[config.mk]
export PLATFORM = sky130hd
export DESIGN_NAME = fme_distortion_accum
export DESIGN_NICKNAME = d
export VERILOG_FILES = /design/src/rtl/fme_distortion_accum.sv
export SDC_FILE = /design/constraint.sdc
export NUM_CORES = 1
export LEC_CHECK = 0
export CAP_MARGIN = 15
export CELL_PAD_IN_SITES_DETAIL_PLACEMENT = 1
export CELL_PAD_IN_SITES_GLOBAL_PLACEMENT = 2
export CORE_MARGIN = 10
export CORE_UTILIZATION = 32
export CTS_BUF_LIST = sky130_fd_sc_hd__clkbuf_4 sky130_fd_sc_hd__clkbuf_8
export CTS_CLUSTER_DIAMETER = 120
export DETAILED_ROUTE_END_ITERATION = 10
export PLACE_DENSITY = 0.93
export SYNTH_ARGS = -nofsm -noshare
export SYNTH_HDL_FRONTEND = slang
export SYNTH_SLANG_ARGS = --single-unit
[constraint.sdc]
create_clock -name clk -period 6.1 [get_ports clk]
set_input_delay 0.915 -clock clk [delete_from_list [all_inputs] [get_ports clk]]
set_output_delay 0.915 -clock clk [all_outputs]
set_load 0.01 [all_outputs]
[src/rtl/fme_distortion_accum.sv]
// Row-serial SAD accumulator for the nine FME sub-pel candidates of one block.
// Emits a packed 9-entry distortion vector with a single-cycle done pulse.
module fme_distortion_accum #(
  parameter int unsigned PIX_W  = 8,
  parameter int unsigned BLK    = 4,
  parameter int unsigned DIST_W = 16
) (
  input  logic                         clk,
  input  logic                         rst,
  input  logic                         start,
  input  logic                         in_valid,
  output logic                         in_ready,
  input  logic [BLK*PIX_W-1:0]         cur_row,
  input  logic [BLK*PIX_W-1:0]         ref_row,
  output logic [3:0]                   cand_idx,
  output logic [((BLK > 1) ? $clog2(BLK) : 1)-1:0] row_idx,
  output logic                         busy,
  output logic                         done,
  output logic [8:0][DIST_W-1:0]       distort
);

  localparam int unsigned RIDX_W = (BLK > 1) ? $clog2(BLK) : 1;
  localparam int unsigned RSAD_W = PIX_W + $clog2(BLK);
  localparam int unsigned SUM_W  = ((DIST_W > RSAD_W) ? DIST_W : RSAD_W) + 1;
  localparam logic [DIST_W-1:0] DIST_MAX  = '1;
  localparam logic [3:0]        LAST_CAND = 4'd8;
  localparam logic [RIDX_W-1:0] LAST_ROW  = RIDX_W'(BLK - 1);

  typedef enum logic [1:0] {
    S_IDLE,
    S_ACCUM,
    S_DONE
  } state_t;

  state_t              state;
  logic [DIST_W-1:0]   acc;
  logic [RSAD_W-1:0]   row_sad_c;
  logic [SUM_W-1:0]    sum_full_c;
  logic [DIST_W-1:0]   acc_next_c;
  logic [PIX_W-1:0]    pix_a_c;
  logic [PIX_W-1:0]    pix_b_c;
  logic [PIX_W-1:0]    pix_d_c;

  // Full-width row SAD; each absolute difference fits in PIX_W bits.
  always_comb begin
    row_sad_c = '0;
    pix_a_c   = '0;
    pix_b_c   = '0;
    pix_d_c   = '0;
    for (int k = 0; k < int'(BLK); k++) begin
      pix_a_c   = cur_row[k*PIX_W +: PIX_W];
      pix_b_c   = ref_row[k*PIX_W +: PIX_W];
      pix_d_c   = (pix_a_c >= pix_b_c) ? (pix_a_c - pix_b_c) : (pix_b_c - pix_a_c);
      row_sad_c = row_sad_c + RSAD_W'(pix_d_c);
    end
  end

  // Saturating accumulate; one extra bit catches the overflow.
  always_comb begin
    sum_full_c = SUM_W'(acc) + SUM_W'(row_sad_c);
    acc_next_c = (sum_full_c > SUM_W'(DIST_MAX)) ? DIST_MAX : DIST_W'(sum_full_c);
  end

  // Control FSM with registered handshake, status and result outputs.
  always_ff @(posedge clk or posedge rst) begin
    if (rst) begin
      state    <= S_IDLE;
      in_ready <= 1'b0;
      busy     <= 1'b0;
      done     <= 1'b0;
      cand_idx <= '0;
      row_idx  <= '0;
      acc      <= '0;
      distort  <= '0;
    end else begin
      done <= 1'b0;
      case (state)
        S_IDLE, S_DONE: begin
          if (start) begin
            state    <= S_ACCUM;
            in_ready <= 1'b1;
            busy     <= 1'b1;
            acc      <= '0;
            cand_idx <= '0;
            row_idx  <= '0;
          end else begin
            state <= S_IDLE;
          end
        end
        S_ACCUM: begin
          if (in_valid) begin
            if (row_idx == LAST_ROW) begin
              distort[cand_idx] <= acc_next_c;
              acc               <= '0;
              row_idx           <= '0;
              if (cand_idx == LAST_CAND) begin
                state    <= S_DONE;
                done     <= 1'b1;
                in_ready <= 1'b0;
                busy     <= 1'b0;
              end else begin
                cand_idx <= cand_idx + 4'd1;
              end
            end else begin
              acc     <= acc_next_c;
              row_idx <= row_idx + RIDX_W'(1);
            end
          end
        end
        default: begin
          state    <= S_IDLE;
          in_ready <= 1'b0;
          busy     <= 1'b0;
        end
      endcase
    end
  end

endmodule
; ---- Word level (Yosys, flattened, before mapping)
; Cells that the tools add are included.
[classes]
n_addsub = 14
magnitude_cmp = 7
eq_ne = 9
muxes = 35
n_reduce_logical = 9
[op_table]
columns = cell, count
row1 = 144-bit bitwise mux, 1
row2 = 16-bit 2-to-1 mux, 5
row3 = 16-bit demux with 4-bit select, 1
row4 = 8-bit subtractor, 8
row5 = 8-bit >= comparator, 4
row6 = 8-bit 2-to-1 mux, 4
row7 = 16-bit case mux with 2 select lines, 1
row8 = 16-bit by 10-bit adder with 17-bit output, 1
row9 = "17-bit by 16-bit greater-than comparator with 1-bit output, second input constant", 1
row10 = 4-bit 2-to-1 mux, 4
row11 = 2-bit 2-to-1 mux, 6
row12 = 10-bit by 8-bit adder with 10-bit output, 1
row13 = 9-bit by 8-bit adder with 10-bit output, 1
row14 = "2-bit inequality test, second input constant", 5
row15 = 8-bit by 8-bit adder with 9-bit output, 1
row16 = 1-bit 2-to-1 mux, 9
row17 = 3-bit AND reduction, 3
row18 = 2-bit case mux with 2 select lines, 2
row19 = 4-bit case mux with 2 select lines, 1
row20 = "4-bit by 5-bit less-than comparator with 1-bit output, second input constant", 1
row21 = 5-bit AND reduction, 1
row22 = "4-bit by 1-bit adder with 4-bit output, second input constant", 1
row23 = "2-bit equality test, second input constant", 2
row24 = "4-bit equality test, second input constant", 1
row25 = other kinds (9), 9
[word_totals]
regBits = 170
input_bits = 68
output_inout_bits = 153

; ---- Depth between registers and ports, before layout
; Gate-level depths: netlist of run 1.
[logic_depth]
ltp_word = 11
ltp_mapped = 26
ltp_nobuf = 24

; ---- Worst setup path after synthesis of run 1
; No wires, ideal clock.
[synth_timing]
path_kind = input-to-reg
startpoint = input port cur_row[28]
endpoint = register distort[77] (netlist name)
setup_time_ns = 0.132
arrival_ns = 6.167
required_time_ns = 5.968
setup_slack_ns = -0.200
stages = 20
path_buffers = 0
path_cell_list = inv_1 ha_1 and2_1 a221oi_1 a31oi_2 mux2_2 fa_1 inv_1 fa_1 fa_1 inv_1 ha_1 fa_1 a21oi_1 o221ai_1 a311oi_2 nor2_1 xnor2_2 nor2_4 o21ai_0
[synth_between]
elab_chain_len = 7
elab_cells_between_ends = 9
cone_classes = 4 x add/sub / 2 x order compare / 3 x mux
[synth_rtl]
columns = item, line_no
row1 = start: declaration, 13  ; input logic [BLK*PIX_W-1:0] cur_row,
row2 = 8-bit subtractor or 8-bit >= comparator (tied branches), 53  ; pix_d_c = (pix_a_c >= pix_b_c) ? (pix_a_c - pix_b_c) : (pix_b_c - pix_a_c);
row3 = 8-bit 2-to-1 mux (*), 53
row4 = 10-bit by 8-bit adder with 10-bit output (*), 54  ; row_sad_c = row_sad_c + RSAD_W'(pix_d_c);
row5 = 16-bit by 10-bit adder with 17-bit output (*), 60  ; sum_full_c = SUM_W'(acc) + SUM_W'(row_sad_c);
row6 = 17-bit by 16-bit greater-than comparator with 1-bit output, 61  ; acc_next_c = (sum_full_c > SUM_W'(DIST_MAX)) ? DIST_MAX : DIST_W'(sum_full_c);
row7 = 16-bit 2-to-1 mux (*), 61
row8 = 144-bit bitwise mux (*), 93  ; distort[cand_idx] <= acc_next_c;
row9 = end signal: indexed assignment, 93
row10 = end: declaration, 19  ; output logic [8:0][DIST_W-1:0] distort
; Every way passes the cells marked *; elsewhere a longest branch is shown, timed or not.
; A chain may end at the register's enable or synchronous reset.

; ---- Worst setup path in the final report of run 1
[layout_timing]
startpoint = input port ref_row[25]
endpoint = register distort[41] (netlist name)
[layout_between]
elab_chain_len = 7
elab_cells_between_ends = 9
cone_classes = 4 x add/sub / 2 x order compare / 3 x mux
[layout_rtl]
columns = item, line_no
row1 = start: declaration, 14  ; input logic [BLK*PIX_W-1:0] ref_row,
row2 = 8-bit subtractor or 8-bit >= comparator (tied branches), 53
row3 = 8-bit 2-to-1 mux (*), 53
row4 = 10-bit by 8-bit adder with 10-bit output (*), 54
row5 = 16-bit by 10-bit adder with 17-bit output (*), 60
row6 = 17-bit by 16-bit greater-than comparator with 1-bit output, 61
row7 = 16-bit 2-to-1 mux (*), 61
row8 = 144-bit bitwise mux (*), 93
; Marks and branches as above.

==> results of run 1 <==
## flip-flops by register name (all words and copies together) (netlist names)
register  flops
cand_idx      4
acc          16
distort     144
done          1
row_idx       2
state         2
busy          1
## final timing paths
kind	endpoint	slack (ps)	cells past startpoint	from
worst max-delay path	distort[41]	-120	25	ref_row[25]
worst min-delay path	distort[134]	490	2	distort[134]
worst max register to register	distort[127]	1840	15	acc[1]
worst min register to register	distort[134]	490	2	distort[134]
max in group asynchronous	distort[18]	3950	3	rst
min in group asynchronous	distort[74]	920	2	rst
## placed cells by master, fill, tap and decap left out, types with 17 or more instances in the layout
master,netlist,routed
a21o_1,20,18
a21oi_1,59,46
buf_4,3,142
clkbuf_8,0,18
clkdlybuf4s50_1,0,195
dfrtp_1,170,170
fa_1,31,27
ha_1,80,57
ha_4,0,19
inv_1,114,93
inv_2,0,19
nand2_1,175,173
nor2_1,29,23
o21ai_0,157,139
o21ai_1,6,21
xor2_1,19,17
## synth_stat cells (4+ instances only)
cell,instances
xor2_1,19
xnor2_1,13
ha_1,80
a31oi_1,16
o21ai_1,6
nor3_1,5
buf_6,5
nand2_1,175
mux2_2,9
a211oi_1,5
o211ai_1,6
nand4_1,6
o21bai_1,8
clkbuf_1,30
mux2i_1,18
nor2_2,5
a22o_1,4
inv_1,114
fa_1,31
nor2b_1,5
a21o_1,20
o21ai_0,157
nand2b_1,4
nand3_1,7
a21oi_1,59
a211o_1,4
dfrtp_1,170
buf_2,5
nor2_1,29
## cells by family (layout without fill, tap and decap cells)
kind of cell / Yosys count / count (layout) / synth area share
adders and majority gates: 111 / 111 / 0.161
buffers and inverters: 158 / 528 / 0.0645
AOI/OAI and AO/OA: 313 / 313 / 0.182
and+or+nand+nor: 256 / 258 / 0.111
xor gates and xnor gates: 33 / 33 / 0.0295
muxes: 28 / 28 / 0.0295
other: 0 / 1 / 0
DFF: 170 / 170 / 0.423
## metrics by stage
| step | hold slack [ps] | cell area, sq um | setup TNS [ps] |
|---|---|---|---|
| finish | 488 | 15000 | -2110 |
| floorplan | 450 | 10100 | 0 |
| global placement | 460 | 13700 | -119110 |
| CTS | 491 | 14600 | 0 |
| global route | 507 | 15000 | -14220 |
| detailed placement | 468 | 13700 | -145360 |
## per-layer routing
metal	GRT usage	up-vias	part of all wire
li1	-	4310	-
met1	0.229	4750	0.42
met2	0.327	301	0.50
met3	0.0365	77	0.048
met4	0.0584	0	0.029
met5	0	-	0
## worst max-delay path, delay by kind of cell
kind / cells / cell delay (ps)
AO/OA/AOI/OAI: 9 / 1700
adder cells (fa/ha/maj): 5 / 2010
AND/OR/NAND/NOR: 1 / 90
buffers and inverters: 8 / 1390
XOR/XNOR: 1 / 130
multiplexers: 1 / 250
## what timing repair did
item | in CTS | in global routing
gates resized for setup | 105 | 96
buffers inserted | 10 | 18
setup endpoints to repair | 160 | 160
gates cloned | 2 | 1
pin swaps | 49 | 64
## final cells by class
type / instances / area [sq um]
Antenna cell: 1 / 2.50
Sequential cell: 170 / 4250
Tap cell: 396 / 495
Timing Repair Buffer: 382 / 3550
Clock buffer: 18 / 248
Inverter: 114 / 435
Multi-Input combinational cell: 743 / 5880
Clock inverter: 14 / 158
Fill cell: 3465 / 15800
==> results.py, run 1 <==
metrics = {
    "run_status": {
        "status": "finished with violations",
        "violations": "setup timing",
    },
    "timing": {
        "rsz0062_at_grt": "true",
        "relSlewSlack": 0.247,
        "period_needed_ps": 6220,
        "worst_slack_ps": -122,
        "hold_viol": 0,
        "clock_skew_ps": 15.3,
        "slew_violations": 0,
        "finalCritPeriodShare": 1.02,
        "tightest_slew_ps": 1130,
        "setup_viol": 49,
        "fmax_mhz": 161,
    },
    "setup_path": {
        "cp-end-kind": "flip-flop",
        "slowest_delay_ps": 520,
        "worst-setup-path-type": "in -> reg",
        "cp_max_fo": 7,
        "cp.required_ps": 6390,
        "crit_slowest_cell": "fa_1",
        "cp.arrival_ps": 6510,
        "crit_path_frequent_cell": "buf_4",
        "cp-start-kind": "primary input",
    },
    "synth": {
        "synth_top_area_share": 0.423,
        "synth.distinct_cells": 65,
        "ys_async_sr_fraction": 1.00,
        "synth_seq_area_share": 0.423,
        "synth_area_leaders": "dfrtp_1 (42%), ha_1 (9.9%), o21ai_0 (7.8%)",
        "synth_ff_type": "dfrtp_1",
        "netlist_instances": 1069,
        "synth_edf_count": 0,
        "yosysTopAreaCell": "dfrtp_1",
        "ys_seq_elements": 170,
        "synth_nets": 1248,
        "yosys_warnings": 0,
        "avgSynthCellArea_sq_um": 9.42,
        "mappedNetlistArea_sq_mm": 0.0101,
    },
    "placed_design": {
        "dpl.hpwl_mm": 28.2,
        "port_buffers": 220,
        "gp_congestion": 0.862,
        "pre_cts_ws_ps": -1020,
        "dp_cells": 1774,
    },
    "detailed_routing": {
        "wire_per_inst_um": 21.4,
        "routed_via_density": 5.13,
        "vias": 9438,
        "first_iter_violations": 449,
        "post-route-drc-count": 0,
        "final_antenna_net_count": 0,
        "wl_mm": 39.3,
        "dr.pass1.iters": 5,
    },
    "floorplan": {
        "die_x_um": 197,
        "dieArea_sq_mm": 0.0390,
        "io_pins": 221,
        "core-area_sq_mm": 0.0308,
        "initial_utilization": 0.327,
        "std_cell_rows": 64,
        "die_height_um": 197,
    },
    "clock_tree": {
        "cts_tree": "built",
        "cts_hold_buf": 0,
        "cts_made_buffers": 17,
        "cts.sinks": 170,
        "clockBufferDepth": 2,
        "root_buffer": "clkbuf_8",
        "clk_pin_slew_ps": 90,
        "clk_latency_ps": 460,
        "htreeDepth": 4,
    },
    "final_layout": {
        "syn_to_final_growth_pct": 49.3,
        "layout.cells.non_filler": 1838,
        "drive_gt1_frac": 0.234,
        "fin_util": 0.487,
        "fin_nets": 1607,
    },
    "global_route": {
        "groute.usage.overall": 0.188,
        "grt_pass1_wl_mm": 57.4,
        "antenna_found_initial": 0,
        "grt_max_degree": 72,
        "first_global_vias": 9964,
        "overflow": 0,
    },
    "worst_hold_path": {
        "hp-class": "reg -> reg",
    },
    "run": {
        "maxCapViolations": 0,
    },
}
Power of run 1 is not shown: default switching activity piles up to over one toggle a cycle in this logic, so the estimate is an artifact.
==> inputs of run 2 (changes only) <==
--- a/config.mk
+++ b/config.mk
@@ -8,12 +8,12 @@
 export CAP_MARGIN = 15
 export CELL_PAD_IN_SITES_DETAIL_PLACEMENT = 1
 export CELL_PAD_IN_SITES_GLOBAL_PLACEMENT = 2
-export CORE_MARGIN = 10
-export CORE_UTILIZATION = 32
+export CORE_MARGIN = 3
+export CORE_UTILIZATION = 30
 export CTS_BUF_LIST = sky130_fd_sc_hd__clkbuf_4 sky130_fd_sc_hd__clkbuf_8
 export CTS_CLUSTER_DIAMETER = 120
 export DETAILED_ROUTE_END_ITERATION = 10
-export PLACE_DENSITY = 0.93
+export PLACE_DENSITY = 0.89
 export SYNTH_ARGS = -nofsm -noshare
 export SYNTH_HDL_FRONTEND = slang
 export SYNTH_SLANG_ARGS = --single-unit
==> results.py, run 2 (synthesized netlist as in run 1, its figures left out) <==
metrics = {
    "timing": {
        "finalCritPeriodShare": 1.04,
        "period_needed_ps": 6360,
        "hold_viol": 0,
        "fmax_mhz": 157,
        "setup_viol": 147,
        "relSlewSlack": 0.192,
        "tightest_slew_ps": 1210,
        "clock_skew_ps": 18.6,
        "slew_violations": 0,
        "rsz0062_at_grt": "true",
        "worst_slack_ps": -258,
    },
    "final_layout": {
        "largest_reg_flops": 144,
        "fill_cells": 3650,
        "register_area_sq_mm": 0.00425,
        "drive_gt1_frac": 0.270,
        "final_common_cell": "clkdlybuf4s50_1",
        "fin_nets": 1613,
        "top_regs": "distort (144), acc (16), cand_idx (4)",
        "largest_register": "distort",
        "fin_util": 0.472,
        "mostFrequentLayoutCells": "clkdlybuf4s50_1 (192), nand2_1 (173), dfrtp_1 (170)",
        "multi_input_area_sq_mm": 0.00611,
        "syn_to_final_growth_pct": 53.6,
    },
    "detailed_routing": {
        "routed_via_density": 5.06,
        "final_antenna_net_count": 0,
        "wire_per_inst_um": 21.3,
        "vias": 9567,
        "wl_mm": 40.2,
        "dr.pass1.iters": 5,
        "first_iter_violations": 480,
        "post-route-drc-count": 0,
    },
    "setup_path": {
        "cp.arrival_ps": 6670,
        "cp_max_fo": 8,
        "cp-end-kind": "flip-flop",
        "reg2reg_depth": 16,
        "cp.required_ps": 6410,
        "cp-start-kind": "primary input",
        "worst-setup-path-type": "in -> reg",
    },
    "placed_design": {
        "dpl.hpwl_mm": 26.6,
        "port_buffers": 220,
        "gp_congestion": 0.867,
    },
    "clock_tree": {
        "cts_tree": "built",
        "clk_pin_slew_ps": 90,
        "root_buffer": "clkbuf_8",
        "cts_made_buffers": 17,
        "clk_latency_ps": 470,
        "cts.sinks": 170,
        "htreeDepth": 4,
        "clockBufferDepth": 2,
        "cts_hold_buf": 0,
    },
    "floorplan": {
        "io_pins": 221,
        "die_x_um": 189,
        "core-area_sq_mm": 0.0328,
        "dieArea_sq_mm": 0.0358,
        "std_cell_rows": 66,
        "die_height_um": 189,
        "initial_utilization": 0.307,
    },
    "global_route": {
        "groute.usage.overall": 0.201,
        "grt_max_degree": 82,
        "first_global_vias": 10100,
        "antenna_found_initial": 2,
        "grt_pass1_wl_mm": 56.6,
        "overflow": 0,
    },
    "run": {
        "maxCapViolations": 0,
    },
    "worst_hold_path": {
        "hp-class": "reg -> reg",
        "whs_path_depth": 2,
    },
    "run_status": {
        "status": "finished with violations",
        "violations": "setup timing",
    },
}
==> run 2: changes by cell type in the layout (fill, tap and decap cells not counted), moves of 5 or more <==
cell,change
a21oi_2,-5
buf_4,-12
buf_6,+18
inv_1,-6
inv_2,+5
nor2_2,-6
nor2_4,+5
o21ai_0,-53
o21ai_1,+16
o21ai_2,+37
==> run 2: cell type report <==
type | instances | area share
Clock buffer | 18 | 0.0156
Timing Repair Buffer | 389 | 0.238
Tap cell | 442 | 0.0358
Clock inverter | 14 | 0.0120
Multi-Input combinational cell | 742 | 0.395
Sequential cell | 170 | 0.275
Antenna cell | 2 | 0.000324
Inverter | 114 | 0.0283
==> run 2: metrics by stage <==
| step | worst slack (ps) | cell area, sq um | instances | hold slack, ps | setup TNS (ps) |
|---|---|---|---|---|---|
| 4_1_cts | 2.95 | 14800 | 1875 | 494 | 0 |
| 3_5_place_dp | -1110 | 13700 | 1814 | 473 | -145030 |
| 5_1_grt | -338 | 15500 | 1891 | 515 | -34500 |
| 3_3_place_gp | -911 | 13700 | 1814 | 461 | -113300 |
| 2_1_floorplan | 6.00 | 10100 | 1069 | 450 | 0 |
| 6_report | -258 | 15500 | 1891 | 486 | -19590 |
==> run 2: worst paths after layout <==
| kind | slack [ps] | start | endpoint |
|---|---|---|---|
| min in group asynchronous | 960 | rst | distort[71] |
| worst min-delay path | 490 | distort[76] | distort[76] |
| worst max-delay path | -260 | cur_row[0] | distort[33] |
| max in group asynchronous | 3940 | rst | distort[4] |
| worst min register to register | 490 | distort[76] | distort[76] |
| worst max register to register | 1760 | acc[1] | distort[9] |
==> run 2: layer usage <==
| layer | vias up | track usage | routed length [um] |
|---|---|---|---|
| li1 | 4339 | - | - |
| met1 | 4776 | 0.246 | 16100 |
| met2 | 339 | 0.360 | 20200 |
| met3 | 113 | 0.0354 | 2290 |
| met4 | 0 | 0.0645 | 1610 |
| met5 | - | 0 | 0 |
==> run 2: critical path, stage by stage <==
cell and delay, ps:
buf_8 100, inv_4 50, ha_4 140, inv_4 30, fa_2 340, a21o_1 190
a21oi_2 210, a31oi_4 120, a21o_4 230, buf_6 120, a211o_1 270, a32oi_2 180
xor2_1 250, fa_1 490, fa_1 540, fa_1 480, inv_1 100, ha_1 280
o21ai_1 280, o21bai_2 130, a21oi_2 190, buf_4 150, a21oi_4 60, buf_6 170
buf_6 130, nor2_4 210, clkbuf_16 210, o21ai_2 60
==> run 2: repair_timing <==
action | CTS | global route
gates resized for setup | 122 | 216
gates cloned | 4 | 1
setup buffers | 25 | 19
hold endpoints to repair | 0 | 0
endpoints found under the setup margin | 160 | 160
pin swaps | 75 | 104
Power of run 2 is left out for the same reason.
